### src/rtl/dsp_post_adder_acc.sv
// Post-adder / accumulator stage of a DSP48A1-style slice.
// Selects X and Z operands by opmode, adds or subtracts them with carry-in,
// and registers the result in P. P is fed back internally for accumulation.
// Optional pipeline registers (C, opmode/carryin, P) are always present; the
// CREG / OPMODEREG / PREG parameters pick the registered or direct value.
//
// Optional feature: define DSP_ACC_OVERFLOW_EN to add a sticky signed-overflow
// flag output (ovf).
//
// Ports:
//   clk       clock
//   rst       asynchronous active-high reset of all internal registers
//   M         36-bit unsigned product from the M stage
//   DAB       48-bit {D[11:0],A[17:0],B[17:0]}
//   C         48-bit C operand
//   PCIN      48-bit cascade input
//   opmode    [1:0] X select, [3:2] Z select, [4] subtract
//   carryin   carry-in
//   CEC       C register enable
//   CEOP      opmode/carryin register enable
//   CEP       P/CARRYOUT register enable
//   P         result
//   PCOUT     cascade output, identical to P
//   CARRYOUT  bit 48 of the 49-bit sum/difference
//   ovf       sticky signed overflow flag (DSP_ACC_OVERFLOW_EN only)
module dsp_post_adder_acc #(
  parameter int CREG      = 1,
  parameter int OPMODEREG = 1,
  parameter int PREG      = 1,
  parameter int WIDTH_P   = 48
) (
  input  logic               clk,
  input  logic               rst,
  input  logic [35:0]        M,
  input  logic [WIDTH_P-1:0] DAB,
  input  logic [WIDTH_P-1:0] C,
  input  logic [WIDTH_P-1:0] PCIN,
  input  logic [4:0]         opmode,
  input  logic               carryin,
  input  logic               CEC,
  input  logic               CEOP,
  input  logic               CEP,
  output logic [WIDTH_P-1:0] P,
  output logic [WIDTH_P-1:0] PCOUT,
  output logic               CARRYOUT
`ifdef DSP_ACC_OVERFLOW_EN
  ,
  output logic               ovf
`endif
);

  localparam int unsigned WM = 36;
  localparam int unsigned WO = 5;
  localparam int unsigned WS = WIDTH_P + 1;

  logic [WIDTH_P-1:0] c_r;
  logic [WO-1:0]      op_r;
  logic               cin_r;
  logic [WIDTH_P-1:0] p_r;
  logic               cy_r;

  logic [WIDTH_P-1:0] c_eff;
  logic [WO-1:0]      op_eff;
  logic               cin_eff;
  logic [WIDTH_P-1:0] x;
  logic [WIDTH_P-1:0] z;
  logic [WS-1:0]      s;

  // Pipeline registers; each loads only when its own enable is high.
  always_ff @(posedge clk or posedge rst) begin
    if (rst) begin
      c_r   <= '0;
      op_r  <= '0;
      cin_r <= 1'b0;
      p_r   <= '0;
      cy_r  <= 1'b0;
    end else begin
      if (CEC) c_r <= C;
      if (CEOP) begin
        op_r  <= opmode;
        cin_r <= carryin;
      end
      if (CEP) begin
        p_r  <= s[WIDTH_P-1:0];
        cy_r <= s[WIDTH_P];
      end
    end
  end

  // Operand selection and 49-bit add/subtract. Feedback always uses p_r so
  // PREG=0 never closes a combinational loop.
  always_comb begin
    c_eff   = (CREG != 0) ? c_r : C;
    op_eff  = (OPMODEREG != 0) ? op_r : opmode;
    cin_eff = (OPMODEREG != 0) ? cin_r : carryin;
    x       = '0;
    z       = '0;
    case (op_eff[1:0])
      2'd0:    x = '0;
      2'd1:    x = {{(WIDTH_P - WM){1'b0}}, M};
      2'd2:    x = p_r;
      default: x = DAB;
    endcase
    case (op_eff[3:2])
      2'd0:    z = '0;
      2'd1:    z = PCIN;
      2'd2:    z = p_r;
      default: z = c_eff;
    endcase
    // Bit 48 is the carry on add and the borrow on subtract.
    if (op_eff[4]) s = {1'b0, z} - ({1'b0, x} + WS'(cin_eff));
    else           s = {1'b0, z} + {1'b0, x} + WS'(cin_eff);
  end

  assign P        = (PREG != 0) ? p_r  : s[WIDTH_P-1:0];
  assign PCOUT    = P;
  assign CARRYOUT = (PREG != 0) ? cy_r : s[WIDTH_P];

`ifdef DSP_ACC_OVERFLOW_EN
  logic ovf_c;

  // Signed overflow of the update that P_r would capture this cycle.
  always_comb begin
    ovf_c = 1'b0;
    if (op_eff[4])
      ovf_c = (x[WIDTH_P-1] != z[WIDTH_P-1]) && (s[WIDTH_P-1] != z[WIDTH_P-1]);
    else
      ovf_c = (x[WIDTH_P-1] == z[WIDTH_P-1]) && (s[WIDTH_P-1] != z[WIDTH_P-1]);
  end

  // Sticky until reset.
  always_ff @(posedge clk or posedge rst) begin
    if (rst)               ovf <= 1'b0;
    else if (CEP && ovf_c) ovf <= 1'b1;
  end
`endif

endmodule
### config.mk
export PLATFORM = sky130hd
export DESIGN_NAME = dsp_post_adder_acc
export DESIGN_NICKNAME = d
export VERILOG_FILES = /design/src/rtl/dsp_post_adder_acc.sv
export SDC_FILE = /design/constraint.sdc
export NUM_CORES = 1
export LEC_CHECK = 0
export ABC_AREA = 1
export ABC_CLOCK_PERIOD_IN_PS = 3600
export CAP_MARGIN = 0
export CORE_ASPECT_RATIO = 0.9
export CORE_UTILIZATION = 30
export CTS_CLUSTER_SIZE = 40
export DETAILED_ROUTE_END_ITERATION = 12
export SYNTH_ARGS = -nofsm -noshare
export SYNTH_HDL_FRONTEND = slang
export SYNTH_SLANG_ARGS = --single-unit
### constraint.sdc
create_clock -name clk -period 3.6 [get_ports clk]
set_clock_uncertainty 0.1 [all_clocks]
set_input_delay 0.72 -clock clk [delete_from_list [all_inputs] [get_ports clk]]
set_output_delay 0.72 -clock clk [all_outputs]
set_load 0.01 [all_outputs]
==> results of run 1 <==
-- area by class of cell --
cell class,instances,area share [%]
flip-flops and latches,103,9.89
multi-input cells,1777,49.8
well taps,616,2.95
inverters,383,5.59
clock buffers,9,0.863
clock inverters,7,0.436
repair buffers,911,30.5
-- sequential cells by signal (all words and copies together), names as in the netlist --
| name | count |
|---|---|
| P | 48 |
| c_eff | 48 |
| op_eff | 5 |
| CARRYOUT | 1 |
| cin_eff | 1 |
-- what timing repair did --
item | in CTS | in global routing
pin swaps | 101 | 213
setup endpoints to repair | 42 | 42
setup buffers | 34 | 46
gates cloned | 1 | 3
gates resized for setup | 347 | 533
-- synthesized netlist by cell type (14+ instances only) --
| master | count |
|---|---|
| nand2_2 | 20 |
| nor2_1 | 280 |
| o21ai_0 | 173 |
| buf_4 | 48 |
| a221oi_1 | 14 |
| o211ai_1 | 20 |
| dfrtp_1 | 103 |
| clkbuf_1 | 50 |
| o22ai_1 | 15 |
| nor3_1 | 28 |
| nand2_1 | 500 |
| ha_1 | 141 |
| nand4_1 | 28 |
| nand3_1 | 159 |
| inv_1 | 370 |
| mux2_2 | 33 |
| a21oi_1 | 230 |
| o21ai_1 | 19 |
-- through the flow --
step | util, % | TNS (ns)
2_1_floorplan | - | 0
3_3_place_gp | 45.9 | -23.92
3_5_place_dp | 45.9 | -25.02
4_1_cts | 50.5 | -0.0330
5_1_grt | 55.5 | -2.53
6_report | 55.5 | -0.00575
-- cells by family after synthesis --
kind of cell    synth area share [%]
simple gates                    30.7
mux                             2.58
compound gates                  21.2
buf+inv                         14.5
fa+ha+maj                       12.5
xor+xnor                       0.670
flops                           17.9
-- power breakdown --
group,leakage [nW],switching [mW],internal (mW)
clock network,0.165,0.578,0.628
registers,1.22,0.392,1.48
logic,10.3,9.60,8.50
-- worst reg2reg max path, cell delays in order, from the launching register on --
cell and delay [ns]:
dfrtp_2 0.48, nand2_4 0.11, clkinvlp_4 0.14, buf_12 0.17, buf_8 0.14, nand2_2 0.05
o211ai_1 0.14, ha_1 0.40, ha_4 0.35, nand2_4 0.07, buf_6 0.13, nor2_4 0.12
nand2_2 0.08, o21ai_2 0.19, buf_6 0.14, nand2_2 0.05, nand3_1 0.08, nand2_1 0.05
o211ai_1 0.17, buf_4 0.19, o21ai_1 0.08
-- final timing paths --
path	endpoint	slack [ns]
max in group asynchronous	P[5]	1.96
hold / removal	CARRYOUT	0.39
min in group asynchronous	c_eff[38]	0.67
hold reg to reg	CARRYOUT	0.39
setup reg to reg	P[30]	0.01
setup / recovery	P[46]	-0.006
-- per-layer routing --
| metal | routed length [um] | global-route usage [%] |
|---|---|---|
| met5 | 0 | 0 |
| met4 | 1260 | 5.88 |
| met3 | 6580 | 4.73 |
| met2 | 35700 | 49.0 |
| met1 | 38900 | 48.4 |
==> results_dict.tcl, run 1 <==
set metrics [dict create \
    hold_depth 2 \
    post-place-ws_ns -0.988 \
    finalCriticalPeriod_ns 3.61 \
    setup_slack_ns -0.00575 \
    violations "setup timing" \
    grt_max_degree 64 \
    core_area_um2 47000 \
    relSlewSlack_pct 39.8 \
    ys_seq_area_share_pct 17.9 \
    postSynthCellCount 2375 \
    worstPathCellList "clkdlybuf4s50_1 > nand2_1 > a21oi_1 > o21a_1 > inv_1 > ha_1 > inv_1 > ha_4 > a21oi_2 > o21ai_1 > a21oi_2 > buf_4 > nor2_1 > nor3_1 > nand3_1 > nand2_1 > nand3_1 > nand2_1 > nand2_1 > nand2_1" \
    syn_nets 2709 \
    fin_cells 3806 \
    hold_slack_ns 0.391 \
    root_buffer "clkbuf_16" \
    path_class "in -> reg" \
    ys.flop_type "dfrtp_1" \
    place.gp.congestion 0.991 \
    setup_viol 1 \
    hold_viol_final 0 \
    area_delta_synth_final_pct 81.4 \
    clk_pin_slew_ns 0.08 \
    num-fill-cells 4473 \
    die_x_um 233 \
    dp.cells 3711 \
    drtIter0Drc 1628 \
    yosysTopAreaCell "dfrtp_1" \
    tightest_slew_ns 0.903 \
    r2r_start "op_eff[0]" \
    cts_buffer_depth 2 \
    cp_common_cell "nand2_1" \
    end_kind "flip-flop" \
    antenna_found_initial 2 \
    p_leak_nw 11.7 \
    path_depth 20 \
    synth_area_per_cell_um2 6.06 \
    grt_use_total_pct 32.4 \
    cp_slowest_stage_delay_ns 0.47 \
    cp_top_family "compound AO/OA/AOI/OAI gates" \
    ir_drop_v 0.000416 \
    dieArea_um2 48900 \
    dpl-instance-area_um2 21600 \
    synth_area_um2 14400 \
    fmax_mhz 277 \
    wl_um 82400 \
    synthArstFlopShare_pct 100 \
    grt_pass1_vias 18900 \
    drtPass1Iterations 5 \
    insertion_delay_ns 0.40 \
    fin_area_um2 26100 \
    finalCritPeriodShare_pct 100 \
    cp_max_fo 4 \
    yosys.area.top_type_share_pct 17.9 \
    pin_count 288 \
    seqCellArea_um2 2580 \
    cts_num_sinks 103 \
    crit_required_ns 3.83 \
    outcome "finished, violations left" \
    start_kind "input pin" \
    holdBufCountCts 0 \
    hold_path_startpoint "CARRYOUT" \
    drive_above_1_share_pct 40.8 \
    cts_buffers 9 \
    drc 0 \
    cp_num_buf_inv 4 \
    initial_core_util_pct 30.6 \
    cp-startpoint "PCIN[32]" \
    num-nets-final 3519 \
    powerDensity_nw_per_um2 812 \
    worstPathArrival_ns 3.84 \
    cts_tree "done" \
    yosysWarnings 0 \
    overflow 0 \
    synth_edf_count 0 \
    vias 19800 \
    io_buffers 287 \
    power_mw 21.2 \
    slowest_stage "clkdlybuf4s50_1" \
    placementRows 75 \
    multi_input_area_um2 13000 \
    max_cap_viol_count 0 \
    layout_commonest_cell "buf_4" \
    rsz0062_at_grt "true" \
    die_h_um 210 \
    ys_ff_latch 103 \
    reg2regPathDepth 20 \
    hp-class "reg -> reg" \
    h-tree-depth 3 \
    synth.distinct_cells 53 \
    vias_per_cell 5.20 \
    mostFrequentLayoutCells "buf_4 (562), nand2_1 (398), inv_1 (315)" \
    grt_pass1_wl_um 118000 \
    ys_top_cells_by_area "dfrtp_1 (18%), nand2_1 (13%), ha_1 (12%)" \
    dpl.hpwl_um 66900 \
    n_antenna_cell 0 \
    maxSlewViolCount 0 \
    route.antenna.remaining_nets 0 \
    wl_per_cell_um 21.7 \
]
Power figures use the tool's default switching activity.
==> inputs of run 2 (changes only) <==
ABC_AREA = 0   (was 1)
==> results_dict.tcl, run 2 <==
set metrics [dict create \
    wl_um 50900 \
    end_kind "flip-flop" \
    outcome "finished, violations left" \
    area_delta_synth_final_pct 60.4 \
    hold_slack_ns 0.408 \
    cp_max_fo 11 \
    ys_ff_latch 103 \
    finalCritPeriodShare_pct 124 \
    start_kind "flip-flop" \
    synth.distinct_cells 80 \
    layout_commonest_cell "buf_4" \
    relSlewSlack_pct 33.5 \
    initial_core_util_pct 30.5 \
    ys.flop_type "dfrtp_1" \
    dpl.hpwl_um 40100 \
    pin_count 288 \
    r2r_start "op_eff[1]" \
    core_area_um2 41900 \
    die_x_um 220 \
    synthArstFlopShare_pct 100 \
    r2r-end "P[45]" \
    route.antenna.remaining_nets 0 \
    antenna_found_initial 1 \
    setup_slack_ns -0.848 \
    holdBufCountCts 0 \
    tightest_slew_ns 0.997 \
    h-tree-depth 3 \
    fin_area_um2 20500 \
    path_class "reg -> reg" \
    cp-startpoint "op_eff[1]" \
    hp-class "reg -> reg" \
    seqCellArea_um2 2580 \
    grt_pass1_vias 13700 \
    overflow 0 \
    root_buffer "clkbuf_16" \
    drtIter0Drc 778 \
    vias_per_cell 5.15 \
    mostFrequentLayoutCells "buf_4 (383), clkdlybuf4s50_1 (282), mux2_2 (131)" \
    n_antenna_cell 0 \
    num-nets-final 2441 \
    ir_drop_v 0.000285 \
    cts_buffer_depth 2 \
    rsz0062_at_grt "true" \
    io_buffers 287 \
    ys_top_cells_by_area "dfrtp_1 (20%), ha_1 (14%), mux2_2 (12%)" \
    cts_num_sinks 103 \
    yosysWarnings 0 \
    reg2regPathDepth 19 \
    rrSetupSlack_ns -0.85 \
    finalCriticalPeriod_ns 4.45 \
    hold_viol_final 0 \
    grt_max_degree 49 \
    cp-endpoint "P[45]" \
    p_leak_nw 9.12 \
    drc 18 \
    tns_ns -21.81 \
    max_cap_viol_count 0 \
    multi_input_area_um2 10300 \
    die_h_um 198 \
    maxSlewViolCount 0 \
    cts_buffers 9 \
    grt_pass1_wl_um 76300 \
    synth_area_per_cell_um2 8.35 \
    insertion_delay_ns 0.41 \
    yosys.area.top_type_share_pct 20.2 \
    grt_use_total_pct 22.8 \
    clk_pin_slew_ns 0.08 \
    setup_viol 41 \
    violations "DRC, setup timing" \
    ys_seq_area_share_pct 20.2 \
    syn_nets 1866 \
    cts_tree "done" \
    final_core_util_pct 48.9 \
    place.gp.congestion 0.935 \
    placementRows 71 \
    synth_area_um2 12800 \
    yosysMostFrequentCell "a21oi_1" \
    num-fill-cells 4001 \
    drive_above_1_share_pct 35.9 \
    postSynthCellCount 1532 \
    dpl-instance-area_um2 18700 \
    synth_edf_count 0 \
    vias 13700 \
    drtPass1Iterations 9 \
    wl_per_cell_um 19.1 \
    ys_top_cells_by_count "a21oi_1 (154), ha_1 (141), mux2_2 (137), inv_1 (122), nor2_1 (107)" \
    yosysTopAreaCell "dfrtp_1" \
    dieArea_um2 43500 \
    worstPathArrival_ns 4.65 \
    fmax_mhz 225 \
    powerDensity_nw_per_um2 811 \
    crit_required_ns 3.81 \
]
-- run 2: cell types whose count changed after synthesis, moves of 26 or more --
cell / before / now
xnor2_1: 2 / 51
a22o_1: 0 / 84
inv_1: 370 / 122
a21oi_1: 230 / 154
mux2_2: 33 / 137
nand2_1: 500 / 73
xor2_1: 9 / 35
o21ai_0: 173 / 56
a21o_1: 10 / 41
nand3_1: 159 / 22
nor2b_1: 0 / 28
nor2_1: 280 / 107
-- run 2: worst min-delay path by stage --
stage,start,end,slack (ns),cells past startpoint
after floorplan,c_eff[10],c_eff[10],0.37,1
after global placement,c_eff[43],c_eff[43],0.38,1
after detailed placement,c_eff[9],c_eff[9],0.39,1
after CTS,c_eff[22],c_eff[22],0.41,1
after global routing,c_eff[16],c_eff[16],0.42,1
final,c_eff[11],c_eff[11],0.41,1
-- run 2: final cells by class --
class | count | area share [%]
tap | 547 | 3.34
timing repair buffer | 698 | 30.0
clock inverter | 5 | 0.433
inverter | 122 | 2.25
sequential | 103 | 12.6
multi-input combinational | 1173 | 50.2
clock buffer | 11 | 1.18
-- run 2: routing by layer --
metal / routed length (um) / GRT usage, %
met5: 12 / 0
met4: 1050 / 6.18
met2: 23200 / 36.3
met3: 2590 / 3.20
met1: 24100 / 31.9
-- run 2: cell families after synthesis --
group	share of synthesized area [%]
AO/OA/AOI/OAI	24.8
XOR/XNOR	5.89
adder cells (fa/ha/maj)	14.1
buffers and inverters	9.10
flip-flops	20.2
multiplexers	14.2
AND/OR/NAND/NOR	11.8
-- run 2: per-stage QoR --
step / cells / setup slack (ns) / power, mW
final: 2659 / -0.848 / 16.6
after global placement: 2598 / -1.36 / 13.6
after global routing: 2659 / -0.989 / 17.8
after floorplan: 1532 / -0.620 / 8.47
after CTS: 2641 / -0.890 / 15.8
after detailed placement: 2598 / -1.39 / 13.7
-- run 2: worst max-delay path: stages, from the launching register on --
cell and delay, ns:
dfrtp_2 0.49, buf_4 0.16, nor2b_4 0.13, buf_4 0.17, buf_4 0.20, buf_4 0.17
a22o_1 0.25, ha_1 0.33, ha_1 0.30, buf_4 0.14, a21o_1 0.14, nor2b_1 0.15
o21ai_0 0.19, buf_4 0.19, a21o_1 0.18, or4b_4 0.53, nand3b_1 0.10, a21oi_1 0.08
xor2_1 0.14, a221oi_1 0.22
-- run 2: repair_timing --
item / 4_1_cts / 5_1_grt
endpoints found under the setup margin: 42 / 43
resized for setup: 97 / 110
cloned: 1 / 0
pin swaps: 64 / 83
setup buffers: 26 / 19
-- run 2: where the power goes --
part	switching, mW	total, mW	internal, mW	leakage, nW
Sequential	0.446	1.94	1.50	1.19
Combinational	6.41	13.5	7.08	7.77
Clock	0.558	1.20	0.639	0.162
